**src/rtl/cpu_seq_if.sv**
```systemverilog
// Fetch and ALU bus between the sequencer (master) and its memory/ALU neighbours (slave).
interface cpu_seq_if #(
  parameter int unsigned PC_W = 8
) ();
  // Instruction fetch handshake
  logic [PC_W-1:0] imem_addr;
  logic            imem_req;
  logic [15:0]     imem_rdata;
  logic            imem_ack;

  // ALU operands and opcode out, result and flags back
  logic [15:0]     alu_rd;
  logic [15:0]     alu_rs;
  logic [3:0]      alu_opcode;
  logic [3:0]      alu_immd;
  logic [15:0]     alu_result;
  logic            alu_carry;
  logic            alu_overflow;
  logic            alu_minus;
  logic            alu_zero;

  modport master (
    output imem_addr, imem_req, alu_rd, alu_rs, alu_opcode, alu_immd,
    input  imem_rdata, imem_ack, alu_result, alu_carry, alu_overflow, alu_minus, alu_zero
  );

  modport slave (
    input  imem_addr, imem_req, alu_rd, alu_rs, alu_opcode, alu_immd,
    output imem_rdata, imem_ack, alu_result, alu_carry, alu_overflow, alu_minus, alu_zero
  );
endinterface

```
**src/rtl/cpu_seq.sv**
```systemverilog
// Multi-cycle sequencer with a 16x16 register file. Fetches over a req/ack handshake,
// feeds the external ALU, writes results back, and executes LDI/BZ/JMP/NOP/HLT locally.
module cpu_seq #(
  parameter int unsigned PC_W = 8
) (
  input  logic        clk,
  input  logic        rst,
  cpu_seq_if.master   bus,
  output logic [3:0]  flags,
  output logic        instr_done,
  output logic        halted,
  input  logic [3:0]  dbg_sel,
  output logic [15:0] dbg_data
);

  localparam logic [3:0] OpCmp = 4'h5;
  localparam logic [3:0] OpNop = 4'h7;
  localparam logic [3:0] OpLdi = 4'hC;
  localparam logic [3:0] OpBz  = 4'hD;
  localparam logic [3:0] OpJmp = 4'hE;
  localparam logic [3:0] OpHlt = 4'hF;

  typedef enum logic [2:0] {
    StIdle,
    StFetch,
    StDecode,
    StExec,
    StWb,
    StHalt
  } state_e;

  state_e          state_q;
  logic [PC_W-1:0] pc_q;
  logic [15:0]     ir_q;
  logic [15:0]     opd_q;
  logic [15:0]     ops_q;
  logic [15:0]     res_q;
  logic [3:0]      flags_q;
  logic [3:0]      alu_op_q;
  logic [3:0]      alu_immd_q;
  logic            req_q;
  logic            done_q;
  logic            halted_q;
  logic [15:0]     regs_q [16];

  logic [3:0] ir_op;
  logic [3:0] ir_rd;
  logic [3:0] ir_rs;
  logic [7:0] ir_imm8;

  assign ir_op   = ir_q[15:12];
  assign ir_rd   = ir_q[11:8];
  assign ir_rs   = ir_q[7:4];
  assign ir_imm8 = ir_q[7:0];

  // Everything outside {NOP, LDI, BZ, JMP, HLT} goes through the ALU
  function automatic logic is_alu(input logic [3:0] op);
    return !(op inside {OpNop, OpLdi, OpBz, OpJmp, OpHlt});
  endfunction

  // Sequencer FSM, register file and all registered outputs
  always_ff @(posedge clk or posedge rst) begin
    if (rst) begin
      state_q    <= StIdle;
      pc_q       <= '0;
      ir_q       <= '0;
      opd_q      <= '0;
      ops_q      <= '0;
      res_q      <= '0;
      flags_q    <= '0;
      alu_op_q   <= '0;
      alu_immd_q <= '0;
      req_q      <= 1'b0;
      done_q     <= 1'b0;
      halted_q   <= 1'b0;
      for (int i = 0; i < 16; i++) begin
        regs_q[i] <= '0;
      end
    end else begin
      done_q <= 1'b0;
      unique case (state_q)
        StIdle: begin
          req_q   <= 1'b1;
          state_q <= StFetch;
        end
        StFetch: begin
          if (bus.imem_ack) begin
            ir_q    <= bus.imem_rdata;
            pc_q    <= pc_q + PC_W'(1);
            req_q   <= 1'b0;
            state_q <= StDecode;
            // Local ops retire in DECODE, so the pulse is armed from the fetched word
            done_q  <= !is_alu(bus.imem_rdata[15:12]);
          end
        end
        StDecode: begin
          if (is_alu(ir_op)) begin
            opd_q      <= regs_q[ir_rd];
            ops_q      <= regs_q[ir_rs];
            alu_op_q   <= ir_op;
            alu_immd_q <= ir_q[3:0];
            state_q    <= StExec;
          end else begin
            case (ir_op)
              OpLdi:   regs_q[ir_rd] <= {8'h00, ir_imm8};
              // pc already holds the next address here
              OpBz:    if (flags_q[0]) pc_q <= pc_q + PC_W'($signed(ir_imm8));
              OpJmp:   pc_q <= PC_W'(ir_imm8);
              default: ;
            endcase
            if (ir_op == OpHlt) begin
              halted_q <= 1'b1;
              state_q  <= StHalt;
            end else begin
              req_q   <= 1'b1;
              state_q <= StFetch;
            end
          end
        end
        StExec: begin
          if (alu_op_q != OpCmp) res_q <= bus.alu_result;
          flags_q <= {bus.alu_carry, bus.alu_overflow, bus.alu_minus, bus.alu_zero};
          done_q  <= 1'b1;
          state_q <= StWb;
        end
        StWb: begin
          if (alu_op_q != OpCmp) regs_q[ir_rd] <= res_q;
          req_q   <= 1'b1;
          state_q <= StFetch;
        end
        StHalt: ;
        default: state_q <= StIdle;
      endcase
    end
  end

  assign bus.imem_addr  = pc_q;
  assign bus.imem_req   = req_q;
  assign bus.alu_rd     = opd_q;
  assign bus.alu_rs     = ops_q;
  assign bus.alu_opcode = alu_op_q;
  assign bus.alu_immd   = alu_immd_q;
  assign flags          = flags_q;
  assign instr_done     = done_q;
  assign halted         = halted_q;
  assign dbg_data       = regs_q[dbg_sel];

endmodule

```
**src/flat_wrapper.sv**
```systemverilog
// flat-port wrapper written by rule: the top's interface ports become plain ports
module cpu_seq_flat 
#(
  parameter int unsigned PC_W = 8
)
  (clk, rst, flags, instr_done, halted, dbg_sel, dbg_data, bus_imem_addr, bus_imem_req, bus_alu_rd, bus_alu_rs, bus_alu_opcode, bus_alu_immd, bus_imem_rdata, bus_imem_ack, bus_alu_result, bus_alu_carry, bus_alu_overflow, bus_alu_minus, bus_alu_zero);
  cpu_seq_if #(.PC_W(PC_W)) bus_i ();
  input  logic clk;
  input  logic rst;
  output logic [3:0] flags;
  output logic instr_done;
  output logic halted;
  input  logic [3:0] dbg_sel;
  output logic [15:0] dbg_data;
  output wire logic [$bits(bus_i.imem_addr)-1:0] bus_imem_addr;
  output wire logic [$bits(bus_i.imem_req)-1:0] bus_imem_req;
  output wire logic [$bits(bus_i.alu_rd)-1:0] bus_alu_rd;
  output wire logic [$bits(bus_i.alu_rs)-1:0] bus_alu_rs;
  output wire logic [$bits(bus_i.alu_opcode)-1:0] bus_alu_opcode;
  output wire logic [$bits(bus_i.alu_immd)-1:0] bus_alu_immd;
  input wire logic [$bits(bus_i.imem_rdata)-1:0] bus_imem_rdata;
  input wire logic [$bits(bus_i.imem_ack)-1:0] bus_imem_ack;
  input wire logic [$bits(bus_i.alu_result)-1:0] bus_alu_result;
  input wire logic [$bits(bus_i.alu_carry)-1:0] bus_alu_carry;
  input wire logic [$bits(bus_i.alu_overflow)-1:0] bus_alu_overflow;
  input wire logic [$bits(bus_i.alu_minus)-1:0] bus_alu_minus;
  input wire logic [$bits(bus_i.alu_zero)-1:0] bus_alu_zero;
  assign bus_imem_addr = bus_i.imem_addr;
  assign bus_imem_req = bus_i.imem_req;
  assign bus_alu_rd = bus_i.alu_rd;
  assign bus_alu_rs = bus_i.alu_rs;
  assign bus_alu_opcode = bus_i.alu_opcode;
  assign bus_alu_immd = bus_i.alu_immd;
  assign bus_i.imem_rdata = bus_imem_rdata;
  assign bus_i.imem_ack = bus_imem_ack;
  assign bus_i.alu_result = bus_alu_result;
  assign bus_i.alu_carry = bus_alu_carry;
  assign bus_i.alu_overflow = bus_alu_overflow;
  assign bus_i.alu_minus = bus_alu_minus;
  assign bus_i.alu_zero = bus_alu_zero;
  cpu_seq #(.PC_W(PC_W)) u_core (.clk(clk), .rst(rst), .bus(bus_i), .flags(flags), .instr_done(instr_done), .halted(halted), .dbg_sel(dbg_sel), .dbg_data(dbg_data));
endmodule
```
**config.mk**
```make
export PLATFORM = sky130hd
export DESIGN_NAME = cpu_seq_flat
export DESIGN_NICKNAME = d
export VERILOG_FILES = /design/src/rtl/cpu_seq_if.sv /design/src/rtl/cpu_seq.sv /design/src/flat_wrapper.sv
export SDC_FILE = /design/constraint.sdc
export NUM_CORES = 1
export LEC_CHECK = 0
export CAP_MARGIN = 20
export CELL_PAD_IN_SITES_DETAIL_PLACEMENT = 1
export CELL_PAD_IN_SITES_GLOBAL_PLACEMENT = 2
export CORE_UTILIZATION = 40
export DETAILED_ROUTE_END_ITERATION = 16
export PLACE_DENSITY = 0.78
export SLEW_MARGIN = 20
export SYNTH_ARGS = -nofsm -noshare
export SYNTH_HDL_FRONTEND = slang
export SYNTH_SLANG_ARGS = --single-unit
```
**constraint.sdc**
```tcl
create_clock -name clk -period 14.55 [get_ports clk]
set_input_delay 2.91 -clock clk [delete_from_list [all_inputs] [get_ports clk]]
set_output_delay 2.91 -clock clk [all_outputs]
set_load 0.05 [all_outputs]
```
# Word level (Yosys, flattened, before mapping)
# Cells that the tools add are included.
# W data, S select, Z words.
dict set report totals {
  mem_bits_ro 0
  memories 0
  reg_bits 346
  latchBits 0
  inputBits 43
  ram_bits 0
}
dict set report classes {
  shift 0
  n_mul 0
  muxes 32
  bitwise_logic 5
  order_cmp 4
  n_div 0
  n_reduce_logical 16
  n_addsub 2
  n_eq_ne 23
}
# op n
set ops {}
lappend ops {{$mux W256} 3}
lappend ops {{$bwmux W256} 2}
lappend ops {{$pmux W256 S2} 1}
lappend ops {{$bmux W16 S4} 3}
lappend ops {{$mux W16} 7}
lappend ops {{$demux W16 S4} 1}
lappend ops {{$eq A4 B4 Y1 const B} 8}
lappend ops {{$pmux W8 S2} 2}
lappend ops {{$mux W8} 3}
lappend ops {{$ge A5 B5 Y1 const B} 3}
lappend ops {{$not A4 Y5} 3}
lappend ops {{$pmux W3 S5} 1}
lappend ops {{$reduce_bool A5 Y1} 2}
lappend ops {{$mux W3} 3}
lappend ops {{$add A8 B1 Y8 const B} 1}
lappend ops {{$add A8 B8 Y8} 1}
lappend ops {{$eq A4 B3 Y1 const B} 2}
lappend ops {{$reduce_and A2 Y1} 4}
lappend ops {{$reduce_and A4 Y1} 2}
lappend ops {{$eq A3 B2 Y1 const B} 2}
lappend ops {{$eq A3 B3 Y1 const B} 2}
lappend ops {{$ne A2 B1 Y1 const B} 3}
lappend ops {{$lt A5 B1 Y1 const B} 1}
lappend ops {{$reduce_and A5 Y1} 1}
lappend ops {{15 further kinds} 21}

# Longest topological paths before layout
# Gate-level depths: netlist of run 1.
dict set report logic_depth {
  ltp_word 9
  depth_mapped 9
  depth_no_buf 9
}

# Worst setup path before layout of run 1
# Ideal clock, no wire load.
dict set report synth_path {
  kind {input to output}
  start {input dbg_sel[0]}
  end {output dbg_data[0]}
  arrival_time_ns 5.018
  path_slack_ns 6.622
  stages 4
  required_time_ns 11.640
  cell_sequence {clkbuf_1 buf_1 mux4_2 mux4_2}
}
dict set report synth_between {
  elab_chain_cells 4
}
# item line_no
set synth_lines {}
lappend synth_lines {{from (decl)} flat_wrapper.sv:13} ;# input logic [3:0] dbg_sel;
lappend synth_lines {{$not A4 Y5 (not written as such)} cpu_seq.sv:146} ;# assign dbg_data = regs_q[dbg_sel];
lappend synth_lines {{$bmux W16 S4} cpu_seq.sv:146}
lappend synth_lines {{$mux W16 (not written as such) (2 in series)} cpu_seq.sv:146}
lappend synth_lines {{to (decl)} flat_wrapper.sv:14} ;# output logic [15:0] dbg_data;
# Every way passes these cells. The select of a mux whose other input is x is not followed.

# Worst setup path in the final report of run 1
dict set report layout_path {
  start {input dbg_sel[0]}
  end {output dbg_data[8]}
}
# The elaborated chain is that of the path after synthesis.

==> qor.yml, run 1 <==
rsz0062_at_grt: "no"
cts_buffers: 40
r2r.worst_path.cells: 6
totalWireLength_mm: 58.93
synth_area_per_cell_um2: 13.70
num_vias: 13260
clock-skew-final_ps: 15.69
cts_tree: "yes"
fp.dieW_um: 221.6
end_kind: "output port"
detail-route-antenna-nets: 0
min_period_over_period_pct: 61.40
wire_per_inst_um: 27.85
netlist.area_leader.share_pct: 44.88
via_per_inst: 6.268
cp_top_family: "buffers and inverters"
timing.fmax_mhz: 111.9
path_cells: "buf_4 -> buf_4 -> mux4_2 -> mux4_2 -> clkdlybuf4s50_1"
synth-async-reset-ratio_pct: 100.0
rows: 80
antenna_found_initial: 0
final_nets: 1523
core_um2: 47650
cp_num_buf_inv: 3
synthTopCellsByCount: "346 x dfrtp_1, 240 x mux4_2, 124 x mux2_2, 117 x nand2_1, 107 x o21ai_0"
yosys.area.top_type: "dfrtp_1"
dp_hpwl_mm: 36.77
htree_levels: 2
setup_violations: 0
status: "complete, no violations"
crit_type: "input pin to output port"
whs_ps: 476.1
maxSlewViolCount: 0
critPathLaunchType: "input pin"
io_buffers: 113
min_delay_path_depth: 1
cts_root_buffer: "clkbuf_16"
pre_cts_slack_ps: 5552
grt_pass1_wl_mm: 91.89
syn_nets: 1460
tightest_slew_ps: 1141
syn_inst: 1408
firstDrtPassIters: 5
synth.most_common_cell: "dfrtp_1"
ios: 114
post_route_cells_drive_above_1_share_pct: 33.18
fp.dieH_um: 221.6
synth-seq-cells: 346
syn2layout_area_growth_pct: 15.40
critPathArrivalTime_ps: 6020
initial_core_util_pct: 40.49
worst_ep_required_time_ps: 11640
clk_latency_ps: 560
postCtsSetupBuffers: 0
post_dp_cell_area_um2: 20960
powerDensity_nw_per_um2: 199.7
clkTransAtPathRegs_ps: 60
design_area_um2: 22260
yosysSeqAreaShare_pct: 44.88
layout_min_cycle_time_ps: 8933
crit_cells: 5
dieArea_um2: 49110
slew_headroom_pct: 23.93
peakVddDrop_v: 0.0001071
yosys_warnings: 0
gp_congestion: 0.8049
antennaDiodeCount: 0
path_max_fanout: 44
drtIter0Drc: 1016
cpPeakStageDelay_ps: 810
grt_max_degree: 78
setup_tns_ps: 0
track_usage_pct: 24.93
hold_violations: 0
grt.overflow.total: 0
grt_pass1_vias: 14240
synth_edf_count: 0
cts_hold_buf: 0
hp-class: "flop to flop"
cts_resized: 0
drc: 0
synth.distinct_cells: 54
ys.flop_type: "dfrtp_1"
setup_ws_ps: 5617
ys_top_cells_by_area: "dfrtp_1 45%, mux4_2 28%, mux2_2 7.2%"
cellLeakagePower_uw: 0.009293
syn-cell-area_um2: 19290
clock_sinks: 346
cts_max_path_buffers: 3
max-cap-violations: 0
cpMaxStageDelayCell: "buf_4"
cell type report:
type,instances,area (um^2)
well taps,615,769.5
clock buffers,62,1165
multi-input cells,924,10080
fillers,4785,25380
repair buffers,152,1414
flip-flops and latches,346,8672
inverters,7,33.78
clock inverters,10,131.4
logic make-up after synthesis:
| kind of cell | share of synthesized area [%] |
|---|---|
| AND/OR/NAND/NOR | 7.407 |
| adder cells (fa/ha/maj) | 0.6227 |
| XOR/XNOR | 0.2724 |
| multiplexers | 37.41 |
| AO/OA/AOI/OAI | 6.278 |
| flip-flops | 44.88 |
| buffers and inverters | 3.126 |
placed cells by master, fill, tap and decap left out, types with 3 or more instances in the layout:
cell type,n
a21o_1,3
a21oi_1,100
and3_1,10
buf_2,3
buf_4,38
bufinv_16,3
clkbuf_1,15
clkbuf_16,41
clkbuf_8,6
clkdlybuf4s50_1,109
clkinv_2,5
dfrtp_1,341
dfrtp_4,3
ha_1,8
inv_1,6
mux2_1,28
mux2_2,124
mux2i_1,9
mux4_2,240
nand2_1,117
nand2b_1,6
nand3_1,8
nand3b_1,3
nand4_1,3
nand4bb_2,3
nor2_1,93
nor3_1,4
nor4_4,3
nor4b_4,7
o21ai_0,107
or2_2,5
xor2_1,4
power breakdown:
group | internal, uW | switching [uW] | leakage (uW)
combinational | 866 | 975 | 0.00403
clock | 604 | 415 | 0.000632
sequential | 1210 | 378 | 0.00463
stage by stage:
stage	power, uW	cells	util, %
finish	4446	2116	46.73
global route	4687	2116	46.73
CTS	4489	2116	46.71
detailed placement	3453	2044	43.99
global placement	3393	2044	43.99
floorplan	2840	1408	-
routing by layer:
layer | up-vias | share of wire [%] | track usage, %
met2 | 462 | 49 | 40.33
met5 | - | 0 | 0
li1 | 5517 | - | -
met1 | 7182 | 42 | 34.41
met4 | 0 | 2.6 | 7.997
met3 | 103 | 6.3 | 4.174
path summary, 6_finish.rpt:
kind | slack [ps] | end | from
setup / recovery | 5620 | dbg_data[8] | dbg_sel[0]
hold / removal | 480 | u_core.halted | u_core.halted
setup reg to reg | 10470 | u_core.regs_q[106] | u_core.state_q[1]
hold reg to reg | 480 | u_core.halted | u_core.halted
max in group asynchronous | 9830 | u_core.ir_q[4] | rst
min in group asynchronous | 2780 | u_core.regs_q[91] | rst
flip-flops by register name, indices dropped and copies added, names as in the netlist:
name,cells
u_core.bus.alu_immd,4
u_core.bus.alu_opcode,4
u_core.res_q,16
u_core.halted,1
u_core.bus.alu_rd,16
u_core.bus.imem_req,1
u_core.ir_q,16
u_core.bus.imem_addr,8
u_core.instr_done,1
u_core.bus.alu_rs,16
u_core.state_q,3
u_core.flags,4
u_core.regs_q,256
Note: power is estimated with default switching activity, not from simulation.
==> run 2: changes to the inputs <==
Settings changed: CORE_UTILIZATION 40 to 39, PLACE_DENSITY 0.78 to 0.8.
Clock period 14.55 ns to 8.1 ns, I/O delays scaled along.
==> run 2 against run 1 <==
Effect of this change:
- clock power increased by 85%
- via count is 1.1% lower
- worst hold slack better by 29 ps
- sequential power up 79%
- cell count is 2.4% higher
- global-route usage down 0.87 points
- first-iteration DRC count up 11%
- register-to-register slack worse by 6200 ps
- largest power group unchanged
==> qor.yml, run 2 (synthesis gave the netlist of run 1 again) <==
cts_max_path_buffers: 3  # unchanged
cts_resized: 0  # unchanged
drc: 0  # unchanged
min_period_over_period_pct: 76.34
r2r.worst_path.cells: 6  # unchanged
fp.dieW_um: 224.4  # +1.3%
dp_hpwl_mm: 36.12  # -1.8%
cellLeakagePower_uw: 0.009310  # +0.18%
path_max_fanout: 46  # +4.5%
ios: 114  # unchanged
clock_sinks: 346  # unchanged
via_per_inst: 6.059  # -3.3%
cts_root_buffer: "clkbuf_16"
reg2reg_from: "u_core.state_q[2]"
mostFrequentLayoutCells: "340 x dfrtp_1, 240 x mux4_2, 124 x mux2_2"
maxSlewViolCount: 0  # unchanged
timing.rr.end: "u_core.regs_q[159]"
dieArea_um2: 50360  # +2.5%
hp-class: "flop to flop"
antenna_found_initial: 0  # unchanged
track_usage_pct: 24.06  # -0.87 points
min_delay_path_depth: 1  # unchanged
drtIter0Drc: 1126  # +11%
top_register: "u_core.regs_q"
p_total_uw: 8006  # +80%
num_vias: 13120  # -1.1%
rows: 81  # +1.3%
worst_ep_required_time_ps: 6480  # -5160 ps
min-delay-start: "u_core.bus.alu_immd[3]"
max-cap-violations: 0  # unchanged
layout_commonest_cell: "dfrtp_1"
io_buffers: 113  # unchanged
gp_congestion: 0.8270  # +2.7%
cpPeakStageDelay_ps: 720  # -90 ps
cts_buffers: 42  # +5.0%
timing.fmax_mhz: 161.7
rsz0062_at_grt: "no"
peakVddDrop_v: 0.0002100  # +96%
firstDrtPassIters: 7  # +2
antennaDiodeCount: 0  # unchanged
setup_violations: 0  # unchanged
path_cells: "buf_4 -> buf_4 -> mux4_2 -> mux4_2 -> clkdlybuf4s50_1"
nFillCells: 4918  # +2.8%
post_route_cells_drive_above_1_share_pct: 33.69  # +0.51 points
fin_cells: 2166  # +2.4%
status: "complete, no violations"
crit_type: "input pin to output port"
fp.dieH_um: 224.4  # +1.3%
final_nets: 1527  # +0.26%
clock-skew-final_ps: 15.35  # -0.3442 ps
pre_cts_slack_ps: 1862  # -3690 ps
grt_pass1_wl_mm: 90.56  # -1.4%
hold_violations: 0  # unchanged
grt_pass1_vias: 14180  # -0.40%
clk_latency_ps: 570  # about the same
powerDensity_nw_per_um2: 357.3  # +79%
setup_tns_ps: 0  # unchanged
core_um2: 48850  # +2.5%
totalWireLength_mm: 57.58  # -2.3%
cts_hold_buf: 0  # unchanged
rrSetupSlack_ps: 4320  # -6150 ps
tightest_slew_ps: 1123  # -17.93 ps
grt.overflow.total: 0  # unchanged
initial_core_util_pct: 39.49  # -1.0 points
critPathArrivalTime_ps: 4560  # -1460 ps
critPathLaunchType: "input pin"
postCtsSetupBuffers: 0  # unchanged
clkTransAtPathRegs_ps: 60  # about the same
htree_levels: 2  # unchanged
wire_per_inst_um: 26.58  # -4.5%
detail-route-antenna-nets: 0  # unchanged
layout_min_cycle_time_ps: 6184
syn2layout_area_growth_pct: 16.16
grt_max_degree: 172  # +120%
dp.cells: 2095  # +2.5%
setup_ws_ps: 1916  # -3701 ps
largest_reg_flops: 256  # unchanged
cts_tree: "yes"
utilization_pct: 45.87  # -0.85 points
slew_headroom_pct: 23.64  # -0.29 points
cpMaxStageDelayCell: "buf_4"
end_kind: "output port"
hold_end: "u_core.bus.alu_immd[3]"
-- run 2: cell count changes in the layout (fill, tap and decap cells not counted), sizes merged --
cell,previous run,this run
clkbuf,62,57
inv,7,8
clkinv,6,5
clkinvlp,1,5
buf,43,45
-- run 2: through the flow --
stage | area, um^2 | hold slack [ps]
6_report | 22410 | 505.2
5_1_grt | 22410 | 520.0
4_1_cts | 22410 | 509.7
3_5_place_dp | 21050 | 496.3
3_3_place_gp | 21040 | 490.5
2_1_floorplan | 19290 | 477.1
-- run 2: per-layer routing --
metal,GRT usage (%),up-vias,routed length [um],part of all wire (%)
li1,-,5528,-,-
met1,33.73,7077,24750,43
met2,39.04,427,28200,49
met3,3.174,92,3146,5.5
met4,7.571,0,1486,2.6
met5,0,-,0,0
-- run 2: worst max-delay path by stage --
| stage | startpoint | cells past startpoint | slack (ps) | endpoint |
|---|---|---|---|---|
| final | dbg_sel[0] | 5 | 1920 | dbg_data[11] |
| after global routing | dbg_sel[0] | 5 | 1760 | dbg_data[14] |
| after CTS | dbg_sel[0] | 5 | 1860 | dbg_data[14] |
| after detailed placement | dbg_sel[0] | 5 | 1860 | dbg_data[14] |
| after global placement | dbg_sel[0] | 5 | 1900 | dbg_data[14] |
| after floorplan | rst | 1 | 1850 | u_core.bus.alu_immd[0] |
-- run 2: layout make-up --
class	count	area, um^2	share of cell area (%)
clock buffer	57	1189	5.304
clock inverter	14	166.4	0.7426
inverter	7	30.03	0.1340
multi-input combinational	924	10070	44.94
sequential	346	8673	38.70
tap	664	830.8	3.707
timing repair buffer	154	1450	6.471
-- run 2: critical path: cells and delay by family --
kind,cells,cell delay (ps)
buffers and inverters,3,1810
multiplexers,2,1070
-- run 2: where the power goes --
part | switching [uW] | internal (uW) | total (uW)
registers | 681 | 2170 | 2850
logic | 1720 | 1550 | 3270
clock network | 763 | 1120 | 1890
==> run 3: changes to the inputs <==
Settings changed: CORE_UTILIZATION 39 to 40, PLACE_DENSITY 0.8 to 0.78.
Clock period 8.1 ns to 6.35 ns, I/O delays scaled along.
==> run 3 against run 2 <==
Effect of this change:
- critical path type unchanged
- register-to-register slack got worse by 1600 ps
- non-clock buffer count rose by 7
- sequential cell count unchanged
- clock power is 31% higher
- worst setup slack lost 850 ps
==> qor.yml, run 3 (synthesis gave the netlist of run 1 again) <==
status: "complete, no violations"
critPathArrivalTime_ps: 4020  # -540 ps
worst_ep_required_time_ps: 5080  # -1400 ps
min_period_over_period_pct: 83.26
gp_congestion: 0.8325  # +0.67%
cpPeakStageDelay_ps: 730  # about the same
dp_hpwl_mm: 37.39  # +3.5%
setup_violations: 0  # unchanged
cpMaxStageDelayCell: "clkdlybuf4s50_1"
track_usage_pct: 25.12  # +1.1 points
p_total_uw: 10370  # +30%
post_route_cells_drive_above_1_share_pct: 34.13  # +0.44 points
setup_tns_ps: 0  # unchanged
multi_input_area_um2: 10080  # +0.15%
maxSlewViolCount: 0  # unchanged
path_common_cell: "mux4_2"
peakVddDrop_v: 0.0002065  # -1.7%
cellLeakagePower_uw: 0.009397  # +0.94%
cp_top_family: "buffers and inverters"
cts_tree: "yes"
timing.fmax_mhz: 189.1
slew_headroom_pct: 25.74  # +2.1 points
regArea_um2: 8671  # about the same
wire_per_inst_um: 27.94  # +5.1%
antenna_found_initial: 0  # unchanged
cp_num_buf_inv: 3  # unchanged
cts_hold_buf: 0  # unchanged
tightest_slew_ps: 1106  # -17.49 ps
nFillCells: 4754  # -3.3%
path_cells: "buf_2 -> buf_4 -> mux4_2 -> mux4_2 -> clkdlybuf4s50_1"
rsz0062_at_grt: "no"
final_nets: 1533  # +0.39%
drtIter0Drc: 1024  # -9.1%
layout_min_cycle_time_ps: 5287
design_area_um2: 22480  # +0.32%
cts_buffers: 41  # -2.4%
grt_pass1_vias: 14170  # -0.11%
grt.overflow.total: 0  # unchanged
layout_commonest_cell: "dfrtp_1"
rows: 80  # -1.2%
syn2layout_area_growth_pct: 16.53
clkTransAtPathRegs_ps: 60  # about the same
cts_max_path_buffers: 3  # unchanged
ios: 114  # unchanged
htree_levels: 2  # unchanged
grt_max_degree: 173  # +0.58%
fp.dieW_um: 221.6  # -1.2%
clock-skew-final_ps: 27.62  # +12.27 ps
cts_resized: 0  # unchanged
max-cap-violations: 0  # unchanged
core_um2: 47650  # -2.5%
via_per_inst: 6.199  # +2.3%
num_vias: 13190  # +0.47%
post_dp_cell_area_um2: 21050  # about the same
fp.dieH_um: 221.6  # -1.2%
io_buffers: 113  # unchanged
hp-class: "flop to flop"
antennaDiodeCount: 0  # unchanged
totalWireLength_mm: 59.43  # +3.2%
critPathLaunchType: "input pin"
firstDrtPassIters: 5  # -2
crit_type: "input pin to output port"
clock_sinks: 346  # unchanged
dieArea_um2: 49110  # -2.5%
top_register: "u_core.regs_q"
hold_violations: 0  # unchanged
powerDensity_nw_per_um2: 461.3  # +29%
mostFrequentLayoutCells: "342 x dfrtp_1, 240 x mux4_2, 124 x mux2_2"
cts_root_buffer: "clkbuf_16"
detail-route-antenna-nets: 0  # unchanged
path_max_fanout: 33  # -28%
initial_core_util_pct: 40.49  # +1.0 points
end_kind: "output port"
largest_reg_flops: 256  # unchanged
postCtsSetupBuffers: 0  # unchanged
drc: 0  # unchanged
clk_latency_ps: 580  # about the same
grt_pass1_wl_mm: 92.20  # +1.8%
-- run 3: through the flow --
stage / util [%] / hold slack (ps) / std cells / setup WS, ps
2_1_floorplan: - / 477.1 / 1408 / 449.5
3_3_place_gp: 44.18 / 457.5 / 2052 / 1118
3_5_place_dp: 44.18 / 459.8 / 2052 / 1052
4_1_cts: 47.16 / 474.4 / 2126 / 1045
5_1_grt: 47.18 / 493.1 / 2127 / 1010
6_report: 47.18 / 470.2 / 2127 / 1063
-- run 3: final cells by class --
type	instances	share of cell area, %
Clock buffer	59	5.360
Clock inverter	15	0.9462
Inverter	7	0.1336
Multi-Input combinational cell	924	44.86
Sequential cell	346	38.57
Tap cell	615	3.423
Timing Repair Buffer	161	6.707
-- run 3: report_power, final --
| part | switching [uW] | internal, uW | leakage [uW] |
|---|---|---|---|
| Sequential | 851 | 2770 | 0.00463 |
| Combinational | 2270 | 2000 | 0.00407 |
| Clock | 991 | 1490 | 0.000692 |
-- run 3: worst paths after layout --
kind,start,endpoint,slack (ps),depth (start not counted)
min in group asynchronous,rst,u_core.regs_q[75],1270,3
hold / removal,u_core.halted,u_core.halted,470,1
setup reg to reg,u_core.state_q[1],u_core.regs_q[186],2700,6
hold reg to reg,u_core.halted,u_core.halted,470,1
max in group asynchronous,rst,u_core.ir_q[9],3930,4
setup / recovery,dbg_sel[1],dbg_data[5],1060,5
-- run 3: routing by layer --
| layer | global-route usage, % | wire length [um] | vias to the layer above | share of wire, % |
|---|---|---|---|---|
| met5 | 0 | 0 | - | 0 |
| met4 | 9.767 | 2081 | 0 | 3.5 |
| met3 | 4.598 | 3274 | 102 | 5.5 |
| met2 | 40.35 | 29000 | 433 | 49 |
| met1 | 33.98 | 25080 | 7102 | 42 |
| li1 | - | - | 5549 | - |
